**src/rtl/add_round_key_pipe_if.sv**
```systemverilog
// Operation and key-write bus for add_round_key_pipe.
// The master side is the upstream datapath plus the result consumer.
// The slave side is the round-key adder itself.
interface add_round_key_pipe_if #(
  parameter int regSize  = 32,
  parameter int vecSize  = 4,
  parameter int NUM_KEYS = 11
);
  localparam int KIDX_W = (NUM_KEYS > 1) ? $clog2(NUM_KEYS) : 1;
  localparam int COL_W  = (vecSize > 1) ? $clog2(vecSize) : 1;

  logic                              key_wr_en;
  logic [KIDX_W-1:0]                 key_wr_idx;
  logic [COL_W-1:0]                  key_wr_col;
  logic [regSize-1:0]                key_wr_data;

  logic                              in_valid;
  logic                              in_ready;
  logic [vecSize-1:0][regSize-1:0]   in_state;
  logic [KIDX_W-1:0]                 in_key_idx;
  logic [vecSize-1:0]                in_lane_mask;

  logic                              out_valid;
  logic                              out_ready;
  logic [vecSize-1:0][regSize-1:0]   out_state;
  logic                              out_err;

  modport master (
    output key_wr_en, key_wr_idx, key_wr_col, key_wr_data,
    output in_valid, in_state, in_key_idx, in_lane_mask, out_ready,
    input  in_ready, out_valid, out_state, out_err
  );

  modport slave (
    input  key_wr_en, key_wr_idx, key_wr_col, key_wr_data,
    input  in_valid, in_state, in_key_idx, in_lane_mask, out_ready,
    output in_ready, out_valid, out_state, out_err
  );
endinterface

```
**src/rtl/add_round_key_pipe.sv**
```systemverilog
// Two-stage masked AddRoundKey with an on-chip round-key bank.
// Stage 1 snapshots the operand and the whole selected key, so key writes
// landing after acceptance never disturb an in-flight op. Stage 2 holds
// the result under backpressure.
module add_round_key_pipe #(
  parameter int regSize  = 32,
  parameter int vecSize  = 4,
  parameter int NUM_KEYS = 11
) (
  input  logic                 clk,
  input  logic                 rst_n,
  add_round_key_pipe_if.slave  bus
);
  localparam int KIDX_W = (NUM_KEYS > 1) ? $clog2(NUM_KEYS) : 1;

  typedef logic [vecSize-1:0][regSize-1:0] vec_t;

  logic [NUM_KEYS-1:0][vecSize-1:0][regSize-1:0] key_mem;

  logic               wr_ok;
  logic               rd_err;
  vec_t               rd_key;
  logic               s1_load;
  logic               s2_adv;

  logic               s1_valid;
  vec_t               s1_state;
  vec_t               s1_key;
  logic [vecSize-1:0] s1_mask;
  logic               s1_err;
  vec_t               s1_result;

  logic               s2_valid;
  vec_t               s2_state;
  logic               s2_err;

  assign wr_ok  = bus.key_wr_en
                  && (int'(bus.key_wr_idx) < NUM_KEYS)
                  && (int'(bus.key_wr_col) < vecSize);
  assign rd_err = int'(bus.in_key_idx) >= NUM_KEYS;
  // Out-of-range ops carry a zero key so the index never reaches the bank.
  assign rd_key = rd_err ? '0 : key_mem[bus.in_key_idx];

  // Stage 2 can take a new op when it is empty or draining this cycle.
  assign s2_adv       = ~s2_valid | bus.out_ready;
  assign bus.in_ready = rst_n & (~s1_valid | s2_adv);
  assign s1_load      = bus.in_valid & bus.in_ready;

  assign bus.out_valid = s2_valid;
  assign bus.out_state = s2_state;
  assign bus.out_err   = s2_err;

  // Key bank: one column per cycle, out-of-range writes dropped.
  always_ff @(posedge clk) begin
    if (!rst_n) begin
      key_mem <= '0;
    end else if (wr_ok) begin
      key_mem[bus.key_wr_idx][bus.key_wr_col] <= bus.key_wr_data;
    end
  end

  // Stage 1: capture operand and key snapshot (pre-write key contents).
  always_ff @(posedge clk) begin
    if (!rst_n) begin
      s1_valid <= 1'b0;
      s1_state <= '0;
      s1_key   <= '0;
      s1_mask  <= '0;
      s1_err   <= 1'b0;
    end else if (s1_load) begin
      s1_valid <= 1'b1;
      s1_state <= bus.in_state;
      s1_key   <= rd_key;
      s1_mask  <= bus.in_lane_mask;
      s1_err   <= rd_err;
    end else if (s2_adv) begin
      s1_valid <= 1'b0;
    end
  end

  // Per-column masked XOR; error ops pass the state through untouched.
  always_comb begin
    s1_result = s1_state;
    for (int c = 0; c < vecSize; c++) begin
      if (s1_mask[c] && !s1_err) begin
        s1_result[c] = s1_state[c] ^ s1_key[c];
      end
    end
  end

  // Stage 2: result register, frozen while the consumer stalls.
  always_ff @(posedge clk) begin
    if (!rst_n) begin
      s2_valid <= 1'b0;
      s2_state <= '0;
      s2_err   <= 1'b0;
    end else if (s2_adv) begin
      s2_valid <= s1_valid;
      if (s1_valid) begin
        s2_state <= s1_result;
        s2_err   <= s1_err;
      end
    end
  end
endmodule

```
**src/flat_wrapper.sv**
```systemverilog
// flat-port wrapper written by rule: the top's interface ports become plain ports
module add_round_key_pipe_flat 
#(
  parameter int regSize  = 32,
  parameter int vecSize  = 4,
  parameter int NUM_KEYS = 11
)
  (clk, rst_n, bus_key_wr_en, bus_key_wr_idx, bus_key_wr_col, bus_key_wr_data, bus_in_valid, bus_in_state, bus_in_key_idx, bus_in_lane_mask, bus_out_ready, bus_in_ready, bus_out_valid, bus_out_state, bus_out_err);
  add_round_key_pipe_if #(.regSize(regSize), .vecSize(vecSize), .NUM_KEYS(NUM_KEYS)) bus_i ();
  input  logic clk;
  input  logic rst_n;
  input wire logic [$bits(bus_i.key_wr_en)-1:0] bus_key_wr_en;
  input wire logic [$bits(bus_i.key_wr_idx)-1:0] bus_key_wr_idx;
  input wire logic [$bits(bus_i.key_wr_col)-1:0] bus_key_wr_col;
  input wire logic [$bits(bus_i.key_wr_data)-1:0] bus_key_wr_data;
  input wire logic [$bits(bus_i.in_valid)-1:0] bus_in_valid;
  input wire logic [$bits(bus_i.in_state)-1:0] bus_in_state;
  input wire logic [$bits(bus_i.in_key_idx)-1:0] bus_in_key_idx;
  input wire logic [$bits(bus_i.in_lane_mask)-1:0] bus_in_lane_mask;
  input wire logic [$bits(bus_i.out_ready)-1:0] bus_out_ready;
  output wire logic [$bits(bus_i.in_ready)-1:0] bus_in_ready;
  output wire logic [$bits(bus_i.out_valid)-1:0] bus_out_valid;
  output wire logic [$bits(bus_i.out_state)-1:0] bus_out_state;
  output wire logic [$bits(bus_i.out_err)-1:0] bus_out_err;
  assign bus_i.key_wr_en = bus_key_wr_en;
  assign bus_i.key_wr_idx = bus_key_wr_idx;
  assign bus_i.key_wr_col = bus_key_wr_col;
  assign bus_i.key_wr_data = bus_key_wr_data;
  assign bus_i.in_valid = bus_in_valid;
  assign bus_i.in_state = bus_in_state;
  assign bus_i.in_key_idx = bus_in_key_idx;
  assign bus_i.in_lane_mask = bus_in_lane_mask;
  assign bus_i.out_ready = bus_out_ready;
  assign bus_in_ready = bus_i.in_ready;
  assign bus_out_valid = bus_i.out_valid;
  assign bus_out_state = bus_i.out_state;
  assign bus_out_err = bus_i.out_err;
  add_round_key_pipe #(.regSize(regSize), .vecSize(vecSize), .NUM_KEYS(NUM_KEYS)) u_core (.clk(clk), .rst_n(rst_n), .bus(bus_i));
endmodule
```
**config.mk**
```make
export PLATFORM = sky130hd
export DESIGN_NAME = add_round_key_pipe_flat
export DESIGN_NICKNAME = d
export VERILOG_FILES = /design/src/rtl/add_round_key_pipe_if.sv /design/src/rtl/add_round_key_pipe.sv /design/src/flat_wrapper.sv
export SDC_FILE = /design/constraint.sdc
export NUM_CORES = 2
export LEC_CHECK = 0
export BUFFER_PORTS_ARGS = -buffer_cell sky130_fd_sc_hd__buf_2
export CORE_ASPECT_RATIO = 1.4
export CORE_MARGIN = 2
export CORE_UTILIZATION = 45
export CTS_CLUSTER_DIAMETER = 100
export DETAILED_ROUTE_END_ITERATION = 8
export GPL_TIMING_DRIVEN = 0
export PLACE_DENSITY = 0.61
export SLEW_MARGIN = 20
export SYNTH_ARGS = -nofsm -noshare
export SYNTH_HDL_FRONTEND = slang
export SYNTH_SLANG_ARGS = --single-unit
```
**constraint.sdc**
```tcl
create_clock -name clk -period 3.9 [get_ports clk]
set_clock_uncertainty 0.15 [all_clocks]
set_input_delay 0.195 -clock clk [delete_from_list [all_inputs] [get_ports clk]]
set_output_delay 0.195 -clock clk [all_outputs]
set_load 0.02 [all_outputs]
```
==> metrics.csv <==
stage,metric,value,unit
status,status,finished clean,
logic_synthesis,Cell variety after synth,35,
clock_network,clk sink count,1800,
global_route,GRT overflow,0,
worst_setup_path,CP startpoint,bus_key_wr_idx[2],
sta,final hold vios,0,
floorplanning,Core Footprint,175600,um^2
sta,Least-Margin Pin Slew,1.276,ns
sta,RSZ-0062 raised after global routing,no,
logic_synthesis,"Seq/Total Area, Yosys",45.36,%
cells_and_area,final core utilization,53.18,%
cells_and_area,Filler Cell Count,16410,
logic_synthesis,compound-gate portion of the synthesized area,22.04,%
floorplanning,die area,180000,um^2
worst_hold_path,Hold Crit Start,bus_in_state[68],
placed_design,Port Buffers,277,
sta,Final min period,3.391,ns
logic_synthesis,ys async rst share,0,%
drt,antenna-violating nets left,0,
placed_design,GPL Wtd Cong,1.040,
floorplanning,Ports,310,
logic_synthesis,post-synthesis mux area share,8.077,%
global_route,vias in the first global route,69420,
drt,routed length per placed instance,27.85,um
clock_network,setup bufs post-CTS,0,
drt,routed vias,73370,
logic_synthesis,"EDFF count, synth",0,
drt,WL final,352.5,mm
worst_hold_path,worst min path class,in -> reg,
worst_setup_path,worst r2r src,u_core.bus.out_valid$_SDFFE_PN0P_,
clock_network,CTS resizes,0,
worst_setup_path,CP Buf/Inv Count,6,
logic_synthesis,Commonest cells post-synth,"nand2_1, dfxtp_1, a21boi_0, clkbuf_1, a21boi_1",
worst_setup_path,Worst EP required,4.54,ns
sta,max_slew headroom,14.95,%
logic_synthesis,ranking of synthesized cells by area,"dfxtp_1, nand2_1, a21boi_0",
sta,Final TNS setup,0,ns
logic_synthesis,Synth Instances,9418,
worst_setup_path,cell family with most CP delay,buffers and inverters,
power_and_ir_drop,P_leak,33.92,nW
worst_setup_path,Worst EP arrival,4.03,ns
global_route,initial antenna violation count,26,
logic_synthesis,Post-Syn Area,79440,um^2
sta,Tcrit/Tclk final,86.94,%
worst_setup_path,Critical Path Sink Type,flop,
worst_setup_path,worst-path cell chain,"dlygate4sd3_1, buf_2, or3b_1, dlygate4sd3_1, buf_2, nor3_2, nand2_1, dlygate4sd3_1, a21boi_0, dlygate4sd3_1",
cells_and_area,Final #Nets,10380,
logic_synthesis,Ys Warns,0,
clock_network,Clock transition at path regs,0.07,ns
sta,Final setup viols,0,
power_and_ir_drop,Pwr Density,437.1,nW/um^2
logic_synthesis,"area leader, netlist",dfxtp_1,
clock_network,CTS tree,done,
worst_setup_path,cell repeated most along the worst path,dlygate4sd3_1,
clock_network,TritonCTS Buffers,173,
clock_network,CTS max path bufs,3,
floorplanning,die width,359.1,um
logic_synthesis,share of the synthesized area in the top cell type,45.36,%
clock_network,H-tree levels,4,
placed_design,hpwl dp,263.4,mm
drt,vias per cell,5.798,
clock_network,Clock Latency Late Sink,0.85,ns
worst_setup_path,Slowest Stage Delay on Critical Path,0.61,ns
clock_network,root buffer cell,clkbuf_16,
global_route,pin count of the biggest net entering global routing,17,
worst_setup_path,CP Launch Type,primary input,
cells_and_area,Area Growth Syn to Fin,17.53,%
logic_synthesis,most frequent cell after synthesis,nand2_1,
logic_synthesis,#FFs+latches synth,1800,
floorplanning,chip height,501.1,um
sta,Fmax,0.2949,GHz
logic_synthesis,post-synthesis adder-cell area fraction,0,%
sta,"Slew Viols, Final",0,
drt,drt pass-1 iters,9,
cells_and_area,layout cell share with drive strength beyond 1,9.138,%
floorplanning,initial core utilization,45.25,%
logic_synthesis,Synth Area in Simple Gates,18.30,%
drt,Residual DRC,0,
drt,initial detailed-routing violation count,9200,
global_route,GRT Util Overall,37.97,%
logic_synthesis,xor/xnor share of the synthesized area,1.411,%
power_and_ir_drop,Max IR drop VDD,0.3583,mV
worst_setup_path,Worst path slowest cell,dlygate4sd3_1,
logic_synthesis,"Net Count, Synth",9597,
logic_synthesis,"Top FF cell, synth",dfxtp_1,
logic_synthesis,largest family of logic cells by synthesized area,compound AO/OA/AOI/OAI gates,
global_route,global-route wire length before repair,493.3,mm
run,max_cap viols,0,
logic_synthesis,syn avg cell area,8.435,um^2
worst_setup_path,kind of critical path,in -> reg,
worst_setup_path,Worst Path Max Fanout,7,
floorplanning,Cell Rows,182,
[flip-flops by register name, indices dropped and copies added, names as in the netlist]
name and count:
u_core.key_mem 1408, u_core.bus.out_valid 1, u_core.s1_valid 1, u_core.s1_state 128, u_core.bus.out_err 1, u_core.s1_err 1
u_core.s1_mask 4, u_core.bus.out_state 128, u_core.s1_key 128
[what timing repair did]
item / CTS / global route
endpoints found under the setup margin: 0 / 0
hold buffers: 312 / 0
endpoints found under the hold margin: 289 / 0
[tightest hold or removal path, cell delays in order]
cell and delay [ns]:
dlygate4sd3_1 0.52, buf_2 0.11, nand2_1 0.08, o21ai_0 0.08
[final cells by class]
| cell class | count | area (um^2) | share of cell area, % |
|---|---|---|---|
| Sequential cell | 1800 | 36030 | 38.60 |
| Tap cell | 2300 | 2878 | 3.082 |
| Antenna cell | 15 | 37.54 | 0.04020 |
| Clock inverter | 60 | 724.4 | 0.7759 |
| Clock buffer | 255 | 5207 | 5.578 |
| Multi-Input combinational cell | 6671 | 39590 | 42.40 |
| Timing Repair Buffer | 608 | 4912 | 5.261 |
| Buffer | 946 | 3976 | 4.259 |
| Inverter | 1 | 3.754 | 0.004020 |
[metrics by stage]
stage               setup slack, ns  instance area (um^2)  power (mW)  instances  hold slack [ns]
floorplan                     2.036                 79440       21.05       9418           0.1536
global placement             0.3085                 83700       22.74      12000           0.2482
detailed placement           0.2630                 84270       22.84      12010           0.2434
CTS                          0.4051                 93320       40.64      12640         0.003973
global route                 0.4352                 93340       41.54      12640          0.04027
finish                       0.5095                 93370       40.81      12660          0.03313
[worst paths after layout]
check / to / slack, ns / cells past startpoint
hold / removal: u_core.s1_state[68]$_SDFFE_PN0P_ / 0.03 / 4
setup / recovery: u_core.key_mem[31]$_SDFFE_PN0P_ / 0.51 / 10
hold reg to reg: u_core.key_mem[307]$_SDFFE_PN0P_ / 0.30 / 2
setup reg to reg: u_core.s1_key[70]$_SDFFE_PN0P_ / 0.61 / 6
[layout by cell type (no fill, tap or decap), types with 7 or more instances in the layout]
cell and n:
a21boi_0 877, a21boi_1 660, a21oi_1 128, a222oi_1 128, a22oi_1 128, buf_1 24, buf_12 9, buf_16 7
buf_2 458, buf_4 11, bufinv_16 15, clkbuf_1 636, clkbuf_16 181, clkbuf_2 129, clkbuf_8 40, clkinv_2 34
dfxtp_1 1800, diode_2 15, dlygate4sd3_1 312, mux2i_1 641, nand2_1 3211, nand3_1 172, nand3b_1 130, nor2b_1 8
nor3_2 44, o211a_1 128, o21ai_0 133, o2bb2ai_1 128, xor2_1 128
[logic make-up after synthesis]
family / after synthesis
compound gates: 2313
xor+xnor: 128
buf+inv: 947
flops: 1800
mux: 641
simple gates: 3589
[layer usage]
layer / routed length (um) / part of all wire, % / track usage (%)
met5: 59 / 0.017 / 0
met2: 156600 / 44 / 60.72
met4: 36520 / 10 / 32.91
met1: 128300 / 36 / 43.58
met3: 30990 / 8.8 / 7.393
[power by group]
group / leakage (nW) / switching, mW / internal, mW / total [mW]
clock: 2.93 / 7.75 / 10.2 / 18.0
sequential: 14.6 / 0.175 / 18.7 / 18.8
combinational: 16.4 / 2.76 / 1.24 / 4.00
(Power assumes the default switching activity.)
